--- src/rtl/uart_rx.sv ---
// rtl/uart_rx.sv - UART receiver: 8N1-style deserialiser with valid/ready output and error pulses
module uart_rx #(
  parameter int DATA_WIDTH = 8,
  parameter int BAUD_RATE  = 115200,
  parameter int CLK_FREQ   = 100_000_000
) (
  input  logic                  clk,
  input  logic                  rst,
  input  logic                  uart_in,
  output logic [DATA_WIDTH-1:0] data,
  output logic                  valid,
  input  logic                  ready,
  output logic                  frame_err,
  output logic                  overrun
);

  localparam int PULSE_WIDTH      = CLK_FREQ / BAUD_RATE;
  localparam int HALF_PULSE_WIDTH = PULSE_WIDTH / 2;
  localparam int BW               = (DATA_WIDTH > 1) ? $clog2(DATA_WIDTH) : 1;

  // Counters are loaded with N-1 so that the zero cycle lands exactly N cycles later.
  localparam logic [31:0]   PULSE_RELOAD = 32'(PULSE_WIDTH - 1);
  localparam logic [31:0]   HALF_RELOAD  = 32'(HALF_PULSE_WIDTH - 1);
  localparam logic [BW-1:0] LAST_BIT     = BW'(DATA_WIDTH - 1);

  typedef enum logic [2:0] {
    S_IDLE,
    S_START,
    S_DATA,
    S_STOP,
    S_BREAK
  } state_t;

  state_t                state_q, state_d;
  logic [31:0]           cnt_q, cnt_d;
  logic [BW-1:0]         bit_q, bit_d;
  logic [DATA_WIDTH-1:0] shift_q, shift_d;
  logic [1:0]            sync_q;
  logic                  rx_s;
  logic                  word_done;
  logic                  stop_bad;

  assign rx_s = sync_q[1];

  // Two-flop synchronizer for the asynchronous line; resets to the idle (high) level.
  always_ff @(posedge clk) begin
    if (rst) begin
      sync_q <= 2'b11;
    end else begin
      sync_q <= {sync_q[0], uart_in};
    end
  end

  // Receive FSM state, bit-period counter, bit index and shift register.
  always_ff @(posedge clk) begin
    if (rst) begin
      state_q <= S_IDLE;
      cnt_q   <= '0;
      bit_q   <= '0;
      shift_q <= '0;
    end else begin
      state_q <= state_d;
      cnt_q   <= cnt_d;
      bit_q   <= bit_d;
      shift_q <= shift_d;
    end
  end

  // Next-state logic: each sample point is reached when the down-counter hits zero.
  always_comb begin
    state_d   = state_q;
    cnt_d     = cnt_q;
    bit_d     = bit_q;
    shift_d   = shift_q;
    word_done = 1'b0;
    stop_bad  = 1'b0;
    case (state_q)
      S_IDLE: begin
        if (!rx_s) begin
          state_d = S_START;
          cnt_d   = HALF_RELOAD;
        end
      end
      S_START: begin
        if (cnt_q != '0) begin
          cnt_d = cnt_q - 32'd1;
        end else if (rx_s) begin
          state_d = S_IDLE;
        end else begin
          state_d = S_DATA;
          cnt_d   = PULSE_RELOAD;
          bit_d   = '0;
        end
      end
      S_DATA: begin
        if (cnt_q != '0) begin
          cnt_d = cnt_q - 32'd1;
        end else begin
          shift_d = {rx_s, shift_q[DATA_WIDTH-1:1]};
          cnt_d   = PULSE_RELOAD;
          if (bit_q == LAST_BIT) begin
            state_d = S_STOP;
          end else begin
            bit_d = bit_q + 1'b1;
          end
        end
      end
      S_STOP: begin
        if (cnt_q != '0) begin
          cnt_d = cnt_q - 32'd1;
        end else if (rx_s) begin
          word_done = 1'b1;
          state_d   = S_IDLE;
        end else begin
          stop_bad = 1'b1;
          state_d  = S_BREAK;
        end
      end
      S_BREAK: begin
        if (rx_s) begin
          state_d = S_IDLE;
        end
      end
      default: state_d = S_IDLE;
    endcase
  end

  // Output register: load, replace-on-accept, or drop with overrun; clear on handshake.
  always_ff @(posedge clk) begin
    if (rst) begin
      data      <= '0;
      valid     <= 1'b0;
      frame_err <= 1'b0;
      overrun   <= 1'b0;
    end else begin
      frame_err <= stop_bad;
      overrun   <= 1'b0;
      if (word_done) begin
        if (!valid || ready) begin
          data  <= shift_q;
          valid <= 1'b1;
        end else begin
          overrun <= 1'b1;
        end
      end else if (valid && ready) begin
        valid <= 1'b0;
      end
    end
  end

endmodule

--- config.mk ---
export PLATFORM = sky130hd
export DESIGN_NAME = uart_rx
export DESIGN_NICKNAME = d
export VERILOG_FILES = /design/src/rtl/uart_rx.sv
export SDC_FILE = /design/constraint.sdc
export NUM_CORES = 1
export LEC_CHECK = 0
export ABC_AREA = 1
export CAP_MARGIN = 15
export CORE_UTILIZATION = 42
export DETAILED_ROUTE_END_ITERATION = 10
export GPL_TIMING_DRIVEN = 0
export SKIP_LAST_GASP = 1
export SLEW_MARGIN = 20
export SYNTH_ARGS = -nofsm -noshare
export SYNTH_HDL_FRONTEND = slang
export SYNTH_SLANG_ARGS = --single-unit
--- constraint.sdc ---
create_clock -name clk -period 2.5 [get_ports clk]
set_input_delay 0.375 -clock clk [delete_from_list [all_inputs] [get_ports clk]]
set_output_delay 0.375 -clock clk [all_outputs]
set_load 0.02 [all_outputs]
==> run_results.csv, run 1 <==
group,metric,value,unit
status,outcome,"completed",
sta,fin_crit,2.12,ns
hold_path,hp-class,"reg2reg",
cts,cts.repair.resized,0,
grt,grt_max_degree,13,
pwr,pwr_density_cell,1490,mW/mm2
pwr,ir_worst_vdd,463,uV
cts,ctsHoldBuffers,0,
cts,cts_tree,"built",
synthesis,yosys.area_share.simple,47.9,%
final_layout,drive_gt1_share,13.6,%
hold_path,hold_start,"sync_q[0]",
worst_setup_path,cp_num_buf_inv,3,
detailed_routing,wirelength,8420,um
synthesis,synthMuxAreaShare,0,%
floorplan,fp.dieH,91.7,um
synthesis,synth-compound-area-share,6.55,%
grt,gr-total-overflow,0,
grt,grt_pass1_vias,3073,
detailed_routing,ant_nets,0,
sta,tightest_slew,0.828,ns
synthesis,ys_seq_area_share,34.9,%
synthesis,synth_xor_area_share,0.259,%
hold_path,hold_end,"sync_q[1]",
detailed_routing,routedWlPerCell,13.2,um
worst_setup_path,reg2reg_depth,12,
floorplan,die_x,91.7,um
worst_setup_path,reg2reg_setup_slack,0.38,ns
floorplan,die_area,0.00841,mm2
worst_setup_path,critPathMaxStageDelay,0.41,ns
worst_setup_path,worstPathMaxFanout,10,
grt,globalRouteTotalUtil,21.9,%
sta,finalSetupViolations,0,
placed_design,place_hpwl,6340,um
floorplan,core-area,0.00777,mm2
grt,grt_antenna_before_repair,0,
sta,rsz0062_at_grt,"false",
detailed_routing,drt_iter0_markers,239,
sta,finalClockSkew,0.00993,ns
sta,fin_tns_setup,0,ns
sta,slew_viol_final,0,
cts,clock_latency,0.35,ns
synthesis,synth_top_family_by_area,"simple AND/OR/NAND/NOR gates",
worst_setup_path,r2r-end,"cnt_q[12]",
cts,cts-root-buf,"clkbuf_8",
floorplan,io_pins,15,
flow_run,maxCapViolCount,0,
floorplan,rows,32,
final_layout,fillers,790,
sta,hold_viol_final,0,
worst_setup_path,end_kind,"register",
synthesis,avgSynthCellArea,6.68,um2
worst_setup_path,critPathKind,"reg2reg",
worst_setup_path,crit_arrival,2.41,ns
cts,cts_buffer_depth,2,
cts,clock_sinks,59,
sta,fin_crit_sh,84.9,%
hold_path,hold_path_depth,1,
synthesis,yosysWarnings,0,
placed_design,io_buffers,14,
detailed_routing,drc,0,
sta,fmax,0.471,GHz
final_layout,nets,539,
worst_setup_path,rr_startpoint,"cnt_q[0]",
placed_design,gp_congestion,0.914,
worst_setup_path,crit_required,2.79,ns
synthesis,ys_ff_latch,59,
sta,layout_setup_ws,0.379,ns
cts,post_cts_buffers,0,
floorplan,start_util,43.5,%
cts,cts_made_buffers,9,
final_layout,num_antenna_cells,0,
detailed_routing,vias,3195,
grt,grt_util_met2,35.8,%
grt,grt.busiest_layer,"met2",
detailed_routing,via_per_inst,5.01,
synthesis,synth_fp_nets,514,
worst_setup_path,path_cells,"inv_1 > ha_1 > nand2_1 > nor2_2 > nand2_2 > nor2_8 > a21oi_2 > buf_2 > nand3_1 > nand2_1 > nand2_1 > inv_1",
synthesis,netlist_area,0.00338,mm2
worst_setup_path,cpMaxStageDelayCell,"a21oi_2",
worst_setup_path,crit_family,"simple AND/OR/NAND/NOR gates",
grt,grtUsageMet3,5.39,%
pwr,leakage,1.90,nW
synthesis,yosys.area_share.adder,1.48,%
worst_setup_path,path_common_cell,"nand2_1",
detailed_routing,first_pass_iters,4,
cts,htree_levels,3,
sta,relSlewSlack,44.4,%
synthesis,syn_inst,506,
grt,grtUsageMet1,28.1,%
cts,cts.clk_slew.worst_paths,0.08,ns
sta,worst_hold_slack,0.419,ns
synthesis,yosysUniqueCellTypes,37,
final_layout,syn2layout_area_growth,13.9,%
placed_design,post-place-ws,0.268,ns
worst_setup_path,startpoint_type,"register",
grt,grt_first_pass_wirelength,14500,um
==> Yosys cell counts <==
master	number	area, um2
a211oi_1	1	7.51
a21oi_1	11	55.1
a21oi_2	1	8.76
a31oi_1	1	6.26
buf_1	1	3.75
buf_12	1	20.0
buf_2	5	25.0
buf_6	1	11.3
clkbuf_1	2	7.51
dfxtp_1	59	1180
ha_1	4	50.1
inv_1	60	225
inv_2	2	7.51
nand2_1	102	383
nand2_2	4	25.0
nand2_4	13	146
nand3_1	25	125
nand3_2	1	10.0
nand3b_1	1	7.51
nand4_1	22	138
nor2_1	99	372
nor2_2	18	113
nor2_4	4	45.0
nor2_8	2	40.0
nor3_1	33	165
nor3_2	1	10.0
nor3b_1	2	15.0
nor4_1	1	6.26
o2111ai_1	1	8.76
o211a_1	1	10.0
o21a_1	1	7.51
o21ai_0	19	95.1
o21ai_1	1	5.00
o21ai_2	1	8.76
o32ai_1	1	8.76
or2_2	3	18.8
xor2_1	1	8.76
==> final cells by class <==
| class | count | area (um2) | area share, % |
|---|---|---|---|
| plain buffers | 10 | 67.6 | 1.75 |
| clock buffers | 9 | 124 | 3.22 |
| clock inverters | 7 | 77.6 | 2.01 |
| inverters | 62 | 233 | 6.04 |
| multi-input cells | 375 | 1900 | 49.3 |
| flip-flops and latches | 59 | 1180 | 30.7 |
| well taps | 102 | 128 | 3.31 |
| repair buffers | 14 | 140 | 3.64 |
==> where the power goes <==
| part | switching, mW | internal (mW) | leakage (nW) |
|---|---|---|---|
| Combinational | 2.41 | 1.10 | 1.33 |
| Clock | 0.432 | 0.464 | 0.0881 |
| Sequential | 0.199 | 1.15 | 0.479 |
==> routing by layer <==
layer | vias to the layer above | wire length [um]
li1 | 1673 | -
met1 | 1438 | 3940
met2 | 70 | 3890
met3 | 14 | 441
met4 | 0 | 150
met5 | - | 0
==> worst reg2reg max path: cells and delay by family, from the launching register on <==
| kind | cells | cell delay, ns |
|---|---|---|
| AO/OA/AOI/OAI | 1 | 0.41 |
| adder cells (fa/ha/maj) | 1 | 0.25 |
| buffers and inverters | 3 | 0.48 |
| flip-flops | 1 | 0.33 |
| AND/OR/NAND/NOR | 7 | 0.60 |
==> layout by cell type, fill, tap and decap left out, types with 2 or more instances in the layout <==
master,Yosys,layout
nor3b_1,2,2
buf_2,5,5
a21oi_1,11,11
o21ai_0,19,19
clkinvlp_4,0,4
inv_2,2,2
nor3_1,33,33
nor2_2,18,18
inv_1,60,60
or2_2,3,3
nand2_4,13,13
nand2_2,4,4
clkbuf_8,0,9
nand2_1,102,102
nand4_1,22,22
nor2_1,99,99
clkdlybuf4s50_1,0,14
dfxtp_1,59,59
clkbuf_1,2,2
nand3_1,25,25
nor2_8,2,2
ha_1,4,4
nor2_4,4,4
==> state kept, by name, indices dropped and copies added (netlist names) <==
| signal | cells |
|---|---|
| valid | 1 |
| sync_q | 2 |
| frame_err | 1 |
| bit_q | 3 |
| data | 8 |
| cnt_q | 32 |
| shift_q | 8 |
| state_q | 3 |
| overrun | 1 |
==> cells by family after synthesis <==
family,Yosys count
AO/OA/AOI/OAI,39
XOR/XNOR,1
adder cells (fa/ha/maj),4
buffers and inverters,72
flip-flops,59
AND/OR/NAND/NOR,331
==> worst max path at each step <==
stage	from	end	slack, ns	cells after the start
floorplan	cnt_q[0]	cnt_q[16]	0.77	12
finish	cnt_q[0]	cnt_q[12]	0.38	12
global route	cnt_q[0]	cnt_q[12]	0.20	12
detailed placement	rst	valid	0.27	4
CTS	cnt_q[0]	cnt_q[12]	0.37	12
global placement	rst	valid	0.30	4
==> through the flow <==
stage | std cells | area [um2] | power (mW) | util (%)
3_3_place_gp | 622 | 3650 | 4.81 | 47.0
3_5_place_dp | 622 | 3650 | 4.85 | 47.0
4_1_cts | 638 | 3850 | 5.77 | 49.6
2_1_floorplan | 506 | 3380 | 4.07 | -
5_1_grt | 638 | 3850 | 6.30 | 49.6
6_report | 638 | 3850 | 5.75 | 49.6
(Power assumes the default switching activity.)
==> run 2: changes to the inputs <==
- clock period: 2.5 -> 2.12 ns (I/O delays scaled with it)
==> run_results.csv, run 2 (same netlist as run 1, synthesis figures left out) <==
group,metric,value,unit
status,outcome,"completed",
worst_setup_path,critPathMaxStageDelay,0.35,ns
floorplan,fp.dieH,91.7,um
final_layout,top_register,"cnt_q",
worst_setup_path,path_common_cell,"nor2_1",
worst_setup_path,startpoint_type,"register",
worst_setup_path,end_kind,"register",
grt,grtUsageMet3,5.56,%
sta,fin_crit,1.99,ns
cts,cts.clk_slew.worst_paths,0.08,ns
final_layout,final_cell_mix,"nand2_1, nor2_1, inv_1, dfxtp_1, nor3_1",
worst_setup_path,cpMaxStageDelayCell,"dfxtp_1",
detailed_routing,first_pass_iters,5,
grt,gr-total-overflow,0,
grt,grtUsageMet1,28.1,%
placed_design,gp_congestion,0.914,
sta,finalSetupViolations,0,
pwr,pwr-share-comb,61.8,%
final_layout,layout_commonest_cell,"nand2_1",
sta,relSlewSlack,51.9,%
sta,fin_tns_setup,0,ns
final_layout,syn2layout_area_growth,15.6,%
flow_run,maxCapViolCount,0,
grt,grt_first_pass_wirelength,14600,um
pwr,ir_worst_vdd,541,uV
floorplan,start_util,43.5,%
detailed_routing,wirelength,8450,um
pwr,switchingPower,3.65,mW
floorplan,core-area,0.00777,mm2
detailed_routing,via_per_inst,5.06,
worst_setup_path,crit_required,2.37,ns
pwr,intPower,3.28,mW
pwr,finalPower,6.93,mW
worst_setup_path,crit_arrival,2.23,ns
pwr,clkPwrFrac,15.2,%
worst_setup_path,critPathKind,"reg2reg",
grt,grt.busiest_layer,"met2",
worst_setup_path,worstPathMaxFanout,10,
detailed_routing,drc,0,
floorplan,die_x,91.7,um
grt,grt_antenna_before_repair,0,
grt,grt_max_degree,13,
floorplan,die_area,0.00841,mm2
pwr,seqPwrFrac,22.9,%
grt,grt_pass1_vias,3084,
worst_setup_path,path_cells,"inv_2 > ha_2 > nand2_1 > nor2_2 > nand2_2 > nor2_8 > buf_4 > a21oi_4 > clkbuf_4 > nand3_1 > nor2_1 > nor2_1",
placed_design,post-place-cells,622,
final_layout,instances_no_fill,640,
detailed_routing,vias,3238,
sta,hold_viol_final,0,
cts,cts_made_buffers,9,
detailed_routing,ant_nets,0,
pwr,swShare,52.7,%
final_layout,largestRegisters,"cnt_q x32, data x8, shift_q x8",
cts,cts_tree,"built",
detailed_routing,drt_iter0_markers,257,
final_layout,largest_reg_flops,32,
final_layout,post-route-util,50.3,%
sta,finalClockSkew,0.00991,ns
final_layout,nets,541,
pwr,leakage,1.91,nW
cts,clock_latency,0.35,ns
sta,slew_viol_final,0,
grt,grt_util_met2,35.7,%
sta,fin_crit_sh,93.7,%
detailed_routing,routedWlPerCell,13.2,um
cts,clock_sinks,59,
floorplan,io_pins,15,
sta,tightest_slew,0.719,ns
sta,fmax,0.503,GHz
final_layout,num_antenna_cells,0,
hold_path,hp-class,"reg2reg",
cts,htree_levels,3,
floorplan,rows,32,
final_layout,fillers,792,
sta,rsz0062_at_grt,"true",
final_layout,drive_gt1_share,14.7,%
cts,cts_buffer_depth,2,
placed_design,place_hpwl,6340,um
pwr,pwr_density_cell,1770,mW/mm2
grt,globalRouteTotalUtil,22.0,%
placed_design,io_buffers,14,
cts,cts-root-buf,"clkbuf_8",
[run 2: path summary, 6_finish.rpt]
kind         slack, ns      start  cells past startpoint         to
max reg2reg       0.13   cnt_q[0]                     12  cnt_q[30]
max               0.13   cnt_q[0]                     12  cnt_q[30]
min               0.42  sync_q[0]                      1  sync_q[1]
min reg2reg       0.42  sync_q[0]                      1  sync_q[1]
[run 2: timing repair]
item                       4_1_cts  5_1_grt
pin swaps                        0        1
resized for setup                1        9
hold buffers                     0        0
buffers inserted                 0        2
setup endpoints to repair        1       40
[run 2: layer usage]
metal / wire length [um] / part of all wire, %
met1: 3930 / 46
met2: 3910 / 46
met3: 448 / 5.3
met4: 163 / 1.9
met5: 0 / 0
[run 2: cell type report]
| type | instances | area [um2] | area share, % |
|---|---|---|---|
| buffer | 10 | 73.8 | 1.89 |
| clock buffer | 9 | 124 | 3.17 |
| clock inverter | 7 | 77.6 | 1.99 |
| inverter | 62 | 233 | 5.96 |
| multi-input combinational | 375 | 1940 | 49.5 |
| sequential | 59 | 1180 | 30.2 |
| tap | 102 | 128 | 3.27 |
| timing repair buffer | 16 | 155 | 3.97 |
[run 2: critical path: cells and delay by family, from the launching register on]
family,cells,cell delay (ns)
adder cells (fa/ha/maj),1,0.20
buffers and inverters,3,0.50
AO/OA/AOI/OAI,1,0.28
AND/OR/NAND/NOR,7,0.54
flip-flops,1,0.35
[run 2: metrics by stage]
step	hold WS [ns]	worst slack (ns)	area [um2]
after floorplan	0.389	0.387	3380
after global placement	0.398	-0.0275	3650
after detailed placement	0.396	-0.0555	3650
after CTS	0.421	0.0125	3860
after global routing	0.441	-0.00904	3910
final	0.418	0.134	3910
[run 2: power groups by stage]
stage | logic [mW] | clock network (mW) | registers, mW
4_1_cts | 4.15 | 1.09 | 1.58
3_3_place_gp | 4.07 | 0 | 1.60
3_5_place_dp | 4.11 | 0 | 1.61
6_report | 4.28 | 1.06 | 1.59
2_1_floorplan | 3.24 | 0 | 1.56
5_1_grt | 4.80 | 1.14 | 1.63
==> run 3: changes to the inputs <==
- CAP_MARGIN: 15 -> 30
==> results of run 3 <==
The final DEF is identical to that of run 2; final timing and power are the same.
